==> config.mk <==
export PLATFORM = sky130hd
export DESIGN_NAME = imem_arbiter
export DESIGN_NICKNAME = d
export VERILOG_FILES = /design/src/rtl/imem_arbiter.sv
export SDC_FILE = /design/constraint.sdc
export NUM_CORES = 1
export LEC_CHECK = 0
export ABC_AREA = 0
export BUFFER_PORTS_ARGS = -buffer_cell sky130_fd_sc_hd__clkbuf_2
export CORE_MARGIN = 2
export CORE_UTILIZATION = 30
export CTS_CLUSTER_DIAMETER = 50
export CTS_CLUSTER_SIZE = 8
export DETAILED_ROUTE_END_ITERATION = 8
export PLACE_DENSITY_LB_ADDON = 0.05
export SLEW_MARGIN = 20
export SYNTH_ARGS = -nofsm -noshare
export SYNTH_HDL_FRONTEND = slang
export SYNTH_SLANG_ARGS = --single-unit
==> constraint.sdc <==
create_clock -name clk -period 1.15 [get_ports clk]
set_clock_uncertainty 0.1 [all_clocks]
set_input_delay 0.0575 -clock clk [delete_from_list [all_inputs] [get_ports clk]]
set_output_delay 0.0575 -clock clk [all_outputs]
set_load 0.05 [all_outputs]
==> src/rtl/imem_arbiter.sv <==
// rtl/imem_arbiter.sv - single-port instruction memory owner: boot loader, fetch and debug read sequencing
// The debug read port and its starve counter exist only when IMEM_ARB_DEBUG_EN is defined.
module imem_arbiter #(
  parameter int ADDR_W       = 22,
  parameter int DATA_W       = 22,
  parameter int STARVE_LIMIT = 8
) (
  input  logic              clk,
  input  logic              rst,
  input  logic [ADDR_W-1:0] fetch_addr,
  output logic [DATA_W-1:0] fetch_data,
  output logic              fetch_stall,
  input  logic              ld_valid,
  input  logic [ADDR_W-1:0] ld_addr,
  input  logic [DATA_W-1:0] ld_data,
  output logic              ld_ready,
  input  logic              ld_done,
  output logic              boot_done,
  input  logic              dbg_req,
  input  logic [ADDR_W-1:0] dbg_addr,
  output logic [DATA_W-1:0] dbg_data,
  output logic              dbg_ack,
  output logic [ADDR_W-3:0] mem_addr,
  output logic              mem_we,
  output logic [DATA_W-1:0] mem_wdata,
  input  logic [DATA_W-1:0] mem_rdata
);

  localparam logic [1:0] ST_BOOT   = 2'd0;
  localparam logic [1:0] ST_PAUSE1 = 2'd1;
  localparam logic [1:0] ST_RUN    = 2'd2;

  logic [1:0]        state_q, state_d;
  logic              fetch_pend_q, fetch_pend_d;
  logic [DATA_W-1:0] fetch_hold_q, fetch_hold_d;
  logic              run;
  logic              dbg_grant;
  logic [ADDR_W-3:0] dbg_word;
  logic              unused;

  assign run = (state_q == ST_RUN);

`ifdef IMEM_ARB_DEBUG_EN
  localparam logic [7:0] LIMIT = 8'(STARVE_LIMIT);

  logic [7:0] starve_q, starve_d;
  logic       dbg_inflight_q, dbg_inflight_d;

  // The cycle after a grant is its ack cycle, where the same request is still
  // high; only the starve limit can open a new grant.
  always_comb begin
    dbg_grant      = run && dbg_req && !dbg_inflight_q && (starve_q == LIMIT);
    dbg_inflight_d = dbg_grant;
    starve_d       = starve_q;
    if (!run || !dbg_req || dbg_grant) begin
      starve_d = '0;
    end else if (!dbg_inflight_q && (starve_q != LIMIT)) begin
      starve_d = starve_q + 8'd1;
    end
  end

  always_ff @(posedge clk) begin
    if (rst) begin
      starve_q       <= '0;
      dbg_inflight_q <= 1'b0;
    end else begin
      starve_q       <= starve_d;
      dbg_inflight_q <= dbg_inflight_d;
    end
  end

  // A reset arriving in the ack cycle drops the read without acknowledging it.
  assign dbg_ack  = dbg_inflight_q && !rst;
  assign dbg_data = dbg_ack ? mem_rdata : '0;
  assign dbg_word = dbg_addr[ADDR_W-1:2];
  assign unused   = ^{fetch_addr[1:0], ld_addr[1:0], dbg_addr[1:0]};
`else
  assign dbg_grant = 1'b0;
  assign dbg_ack   = 1'b0;
  assign dbg_data  = '0;
  assign dbg_word  = '0;
  assign unused    = ^{fetch_addr[1:0], ld_addr[1:0], dbg_req, dbg_addr};
`endif

  always_comb begin
    state_d = state_q;
    case (state_q)
      ST_BOOT:   if (ld_done && !ld_valid) state_d = ST_PAUSE1;
      ST_PAUSE1: state_d = ST_RUN;
      ST_RUN:    state_d = ST_RUN;
      default:   state_d = ST_BOOT;
    endcase
  end

  always_comb begin
    mem_addr     = fetch_addr[ADDR_W-1:2];
    mem_we       = 1'b0;
    mem_wdata    = ld_data;
    fetch_stall  = 1'b1;
    ld_ready     = 1'b0;
    boot_done    = 1'b0;
    fetch_pend_d = 1'b0;
    case (state_q)
      ST_BOOT: begin
        ld_ready = 1'b1;
        mem_we   = ld_valid;
        mem_addr = ld_addr[ADDR_W-1:2];
      end
      ST_RUN: begin
        boot_done = 1'b1;
        if (dbg_grant) begin
          mem_addr = dbg_word;
        end else begin
          fetch_stall  = 1'b0;
          fetch_pend_d = 1'b1;
        end
      end
      default: ;
    endcase
  end

  // Fetch data passes straight from the memory in the cycle after a fetch
  // grant and is held across stalled cycles.
  assign fetch_data   = fetch_pend_q ? mem_rdata : fetch_hold_q;
  assign fetch_hold_d = fetch_data;

  always_ff @(posedge clk) begin
    if (rst) begin
      state_q      <= ST_BOOT;
      fetch_pend_q <= 1'b0;
      fetch_hold_q <= '0;
    end else begin
      state_q      <= state_d;
      fetch_pend_q <= fetch_pend_d;
      fetch_hold_q <= fetch_hold_d;
    end
  end

endmodule
==> results.cfg, run 1 <==
[route]
drtPass1Iterations = 4
drc = 0
vias = 1388
post_drt_via_cell_ratio = 4.14
wirelength_mm = 5.04
drtAntennaViolNets = 0
drt_iter0_markers = 12
wl_per_cell_um = 15.0

[finish]
nFillCells = 497
finalNetCount = 383
multiInputGateArea_mm2 = 0.00113
syn_to_final_growth_pct = 78.5
drive_gt1_share_pct = 76.4
post-route-util_pct = 56.1
seqCellArea_um2 = 507
layout_common_cells = 65 x clkbuf_2, 42 x mux2_4, 38 x buf_8
final_common_cell = clkbuf_2
insertedDiodeCount = 0

[synthesis]
synth_fa_ha_area_share_pct = 2.88
synth.area.top_cells = dfxtp_1 29%, buf_4 19%, mux2_4 17%
synth_top_area_share_pct = 28.8
netlist-cell-type-count = 16
synthSimpleGateAreaFrac_pct = 12.4
yosys_warnings = 0
synthXorXnorAreaFrac_pct = 0
syn_area_mm2 = 0.00174
synth_top_family_by_area = multiplexers
avgSynthCellArea_um2 = 11.0
synth_compound_area_share_pct = 0.431
yosys_register_bits = 25
ys_seq_area_share_pct = 28.8
syn_inst = 158
synthMuxAreaShare_pct = 32.6
synth_top_area_cell = dfxtp_1

[cts]
cts_tree = done
cts_max_level = 1
cts_root_buf = clkbuf_8
clock_latency_ns = 0.26
cts_buffers = 3
numClockSinks = 25
clock_path_buffers = 2
clkTransAtPathRegs_ns = 0.09

[power]
power_leakage_uw = 0.00151
ir_worst_vdd_mv = 1.40
p_per_area_mw_per_mm2 = 2440

[timing]
tightest_slew_ns = 0.607
layout_setup_ws_ns = -0.481
period_needed_ns = 1.63
post-route-period-util_pct = 142
slew_violations = 0
final-hold-violation-count = 0
setup_viol = 71
rsz0062_at_grt = true
finalSetupTns_ns = -18.94
max_freq_mhz = 613
max-slew-margin-rel_pct = 59.5

[grt]
groute.usage.overall_pct = 15.1
grt_max_degree = 19
grt-ovfl-total = 0
grt_pass1_wl_mm = 7.19
antenna_found_initial = 0
grt_pass1_vias = 1361

[floorplan]
start_util_pct = 31.4
core_mm2 = 0.00554
die_width_um = 80.2
num_rows = 27
io_pins = 206
die_h_um = 80.2
dieArea_mm2 = 0.00643

[flow_run]
drv_cap = 0

[run_status]
violations = setup timing
status = finished, violations left

[placement]
portBuffers = 111
gp_congestion = 0.900
hpwl_mm = 4.02

[critical_path]
cp_slowest_cell = dfxtp_2
worstSetupStartpointType = register
path_max_fanout = 7
critPathCaptureType = primary output
crit_type = register to primary output
worstPathCellList = inv_2 -> ha_4 -> buf_12 -> mux2_4 -> buf_8
cpPeakStageDelay_ns = 0.33
arrival_ns = 1.47
cp.required_ns = 0.99

[worst_hold_path]
hp-class = primary input to register
==> through the flow <==
stage          power, uW  setup WS [ns]  hold slack (ns)  instance area (um2)  instances
4_1_cts             6990         -0.497           0.0154                 2950        333
2_1_floorplan       4810         -0.223           0.0218                 1950        180
3_5_place_dp        5430         -0.254           0.0154                 2350        325
6_report            7590         -0.481           0.0142                 3110        335
3_3_place_gp        5430         -0.244           0.0154                 2350        325
5_1_grt             7890         -0.535           0.0151                 3110        335
==> power breakdown <==
| group | switching [uW] | total, uW | leakage, uW | internal (uW) |
|---|---|---|---|---|
| logic | 3040 | 6040 | 0.00129 | 3000 |
| registers | 51.2 | 1030 | 0.000204 | 981 |
| clock network | 269 | 516 | 0.0000228 | 247 |
==> metal layers <==
layer | global-route usage, % | wire [um] | share of wire [%]
met1 | 17.3 | 1880 | 37
met2 | 23.6 | 2370 | 47
met3 | 7.53 | 640 | 13
met4 | 6.44 | 154 | 3.1
met5 | 0 | 0 | 0
==> cells by family (layout without fill, tap and decap cells) <==
| family | count (synthesis) | in the layout |
|---|---|---|
| AO/OA/AOI/OAI | 1 | 1 |
| adder cells (fa/ha/maj) | 4 | 4 |
| buffers and inverters | 55 | 138 |
| flip-flops | 25 | 25 |
| multiplexers | 44 | 44 |
| other | 1 | 23 |
| AND/OR/NAND/NOR | 28 | 28 |
==> worst max-delay path, delay by kind of cell, from the launching register on <==
| family | cells | cell delay [ns] |
|---|---|---|
| adder cells (fa/ha/maj) | 1 | 0.18 |
| flip-flops | 1 | 0.33 |
| buffers and inverters | 3 | 0.37 |
| multiplexers | 1 | 0.32 |
==> layout make-up <==
type	instances	area share, %
flip-flops and latches	25	16.3
well taps	72	2.90
repair buffers	130	42.4
multi-input cells	100	36.4
inverters	4	0.483
clock buffers	4	1.45
==> cell usage after synthesis (all sizes together) <==
cell type  count
nor2b         21
conb           1
nand2b         4
buf           51
mux2i          2
dfxtp         25
and2           1
a21boi         1
and2b          2
ha             4
inv            4
mux2          42
==> flip-flops by register name, summed over array words and instances (netlist names) <==
register and cells:
state_q 2, fetch_pend_q 1, fetch_hold_q 22
==> timing repair <==
action	4_1_cts	5_1_grt
hold buffers	0	0
buffers inserted	4	3
pin swaps	2	1
endpoints found under the hold margin	0	0
gates resized for setup	110	56
gates cloned	1	1
setup endpoints to repair	70	71
==> worst paths after layout <==
kind | startpoint | endpoint | slack, ns | depth (start not counted)
min | ld_done | state_q[1] | 0.01 | 3
max reg2reg | fetch_pend_q | fetch_hold_q[4] | -0.15 | 4
max | state_q[0] | mem_addr[12] | -0.48 | 5
min reg2reg | state_q[0] | state_q[0] | 0.38 | 2
No activity file was read; power rests on OpenSTA's default activity.
==> run 2: changes to the inputs <==
- BUFFER_PORTS_ARGS: -buffer_cell sky130_fd_sc_hd__clkbuf_2 -> unset
- CORE_AREA: unset -> 2 2 81 83
- CORE_MARGIN: 2 -> unset
- CORE_UTILIZATION: 30 -> unset
- DIE_AREA: unset -> 0 0 83 85
- DONT_BUFFER_PORTS: unset -> 1
==> results.cfg, run 2 (same netlist as run 1, synthesis figures left out) <==
[timing]
max_freq_mhz = 650
rsz0062_at_grt = true
setup_viol = 70
post-route-period-util_pct = 134
layout_setup_ws_ns = -0.388
period_needed_ns = 1.54
final-hold-violation-count = 25
slew_violations = 0
holdWs_ns = -0.262

[route]
wl_per_cell_um = 18.0
vias = 1039
post_drt_via_cell_ratio = 4.17
wirelength_mm = 4.48
drc = 0
drt_iter0_markers = 18
drtPass1Iterations = 2
drtAntennaViolNets = 0

[finish]
finalNetCount = 292
nFillCells = 581
layout_common_cells = 42 x mux2_4, 23 x conb_1, 22 x dfxtp_1, 22 x buf_6, 12 x nor2b_4
syn_to_final_growth_pct = 31.8
drive_gt1_share_pct = 62.2
insertedDiodeCount = 0
post-route-util_pct = 37.0
largest_register_ff_count = 22
final_common_cell = mux2_4
seqCellArea_um2 = 507
top_register = fetch_hold_q
multiInputGateArea_mm2 = 0.00111
top_regs = fetch_hold_q: 22 flops, state_q: 2 flops, fetch_pend_q: 1 flops

[cts]
clkTransAtPathRegs_ns = 0.09
cts_max_level = 1
cts_buffers = 3
clock_latency_ns = 0.27
numClockSinks = 25
cts_tree = done
clock_path_buffers = 2
cts_root_buf = clkbuf_8

[power]
power_uw = 6100
ir_worst_vdd_mv = 1.41
power_leakage_uw = 0.00103
p_per_area_mw_per_mm2 = 2660

[worst_hold_path]
hold_start = rst
hp-class = primary input to register
min_to = fetch_hold_q[9]
min_delay_path_depth = 1

[critical_path]
worstSetupStartpointType = register
ff2ff_setup_slack_ns = -0.17
critPathCaptureType = primary output
reg2reg_to = fetch_hold_q[2]
cp.required_ns = 0.99
r2r_cells = 4
reg2reg_from = fetch_pend_q
crit_type = register to primary output
arrival_ns = 1.38
path_max_fanout = 11

[placement]
dp_slack_ns = -0.119
gp_congestion = 0.716
hpwl_mm = 3.59
portBuffers = 0

[floorplan]
die_width_um = 83
start_util_pct = 28.1
num_rows = 29
io_pins = 206
die_h_um = 85
dieArea_mm2 = 0.00706
core_mm2 = 0.00620

[grt]
grt_max_degree = 28
antenna_found_initial = 0
groute.usage.overall_pct = 11.4
grt_pass1_wl_mm = 6.14
grt_pass1_vias = 1041
grt-ovfl-total = 0

[run_status]
violations = hold timing, setup timing
status = finished, violations left

[flow_run]
drv_cap = 0
==> run 2: cell count changes in the layout (fill, tap and decap cells not counted), moves of 2 or more <==
cell	before	now
clkbuf_2	65	0
nor2b_1	7	9
buf_4	8	5
nor2b_4	14	12
buf_8	38	3
clkbuf_16	7	1
buf_6	6	22
==> run 2: timing repair <==
item	4_1_cts	5_1_grt
endpoints found under the setup margin	70	70
resized for setup	36	13
hold endpoints to repair	25	25
buffers inserted	2	2
pin swaps	1	1
cloned	1	1
==> run 2: worst max-delay path by stage <==
stage,from,depth (start not counted),to,slack (ns)
detailed placement,state_q[0],4,mem_addr[12],-0.12
global route,state_q[1],4,mem_addr[12],-0.44
floorplan,state_q[1],4,mem_addr[0],-0.22
finish,state_q[1],4,mem_addr[12],-0.39
global placement,state_q[0],4,mem_addr[14],-0.1
CTS,state_q[1],4,mem_addr[12],-0.41
==> run 2: power by group <==
part	internal [uW]	switching, uW
clock network	242	283
registers	982	63.3
logic	1860	2670
total	3090	3010
==> run 2: cell type report <==
class | instances | area share, %
clock buffers | 3 | 1.80
multi-input cells | 100 | 48.6
clock inverters | 1 | 0.218
flip-flops and latches | 25 | 22.1
inverters | 4 | 0.764
repair buffers | 39 | 22.4
well taps | 77 | 4.20
==> run 2: layer usage <==
| metal | global-route usage (%) | share of wire, % |
|---|---|---|
| met5 | 0 | 0 |
| met4 | 3.87 | 1.4 |
| met3 | 9.63 | 19 |
| met2 | 17.8 | 48 |
| met1 | 11.1 | 31 |
==> run 2: metrics by stage <==
step	setup TNS, ns	cells	instance area [um2]	hold slack, ns
global placement	-2.59	238	1950	0.0154
global route	-20.93	249	2290	-0.282
CTS	-17.85	245	2180	-0.275
detailed placement	-3.16	238	1950	0.0154
finish	-17.72	249	2290	-0.262
floorplan	-7.02	180	1950	0.0218
==> run 2: critical path: stages (launching register included) <==
cell     delay, ns
dfxtp_2       0.33
inv_2         0.07
ha_4          0.17
buf_12        0.15
mux2_4        0.39
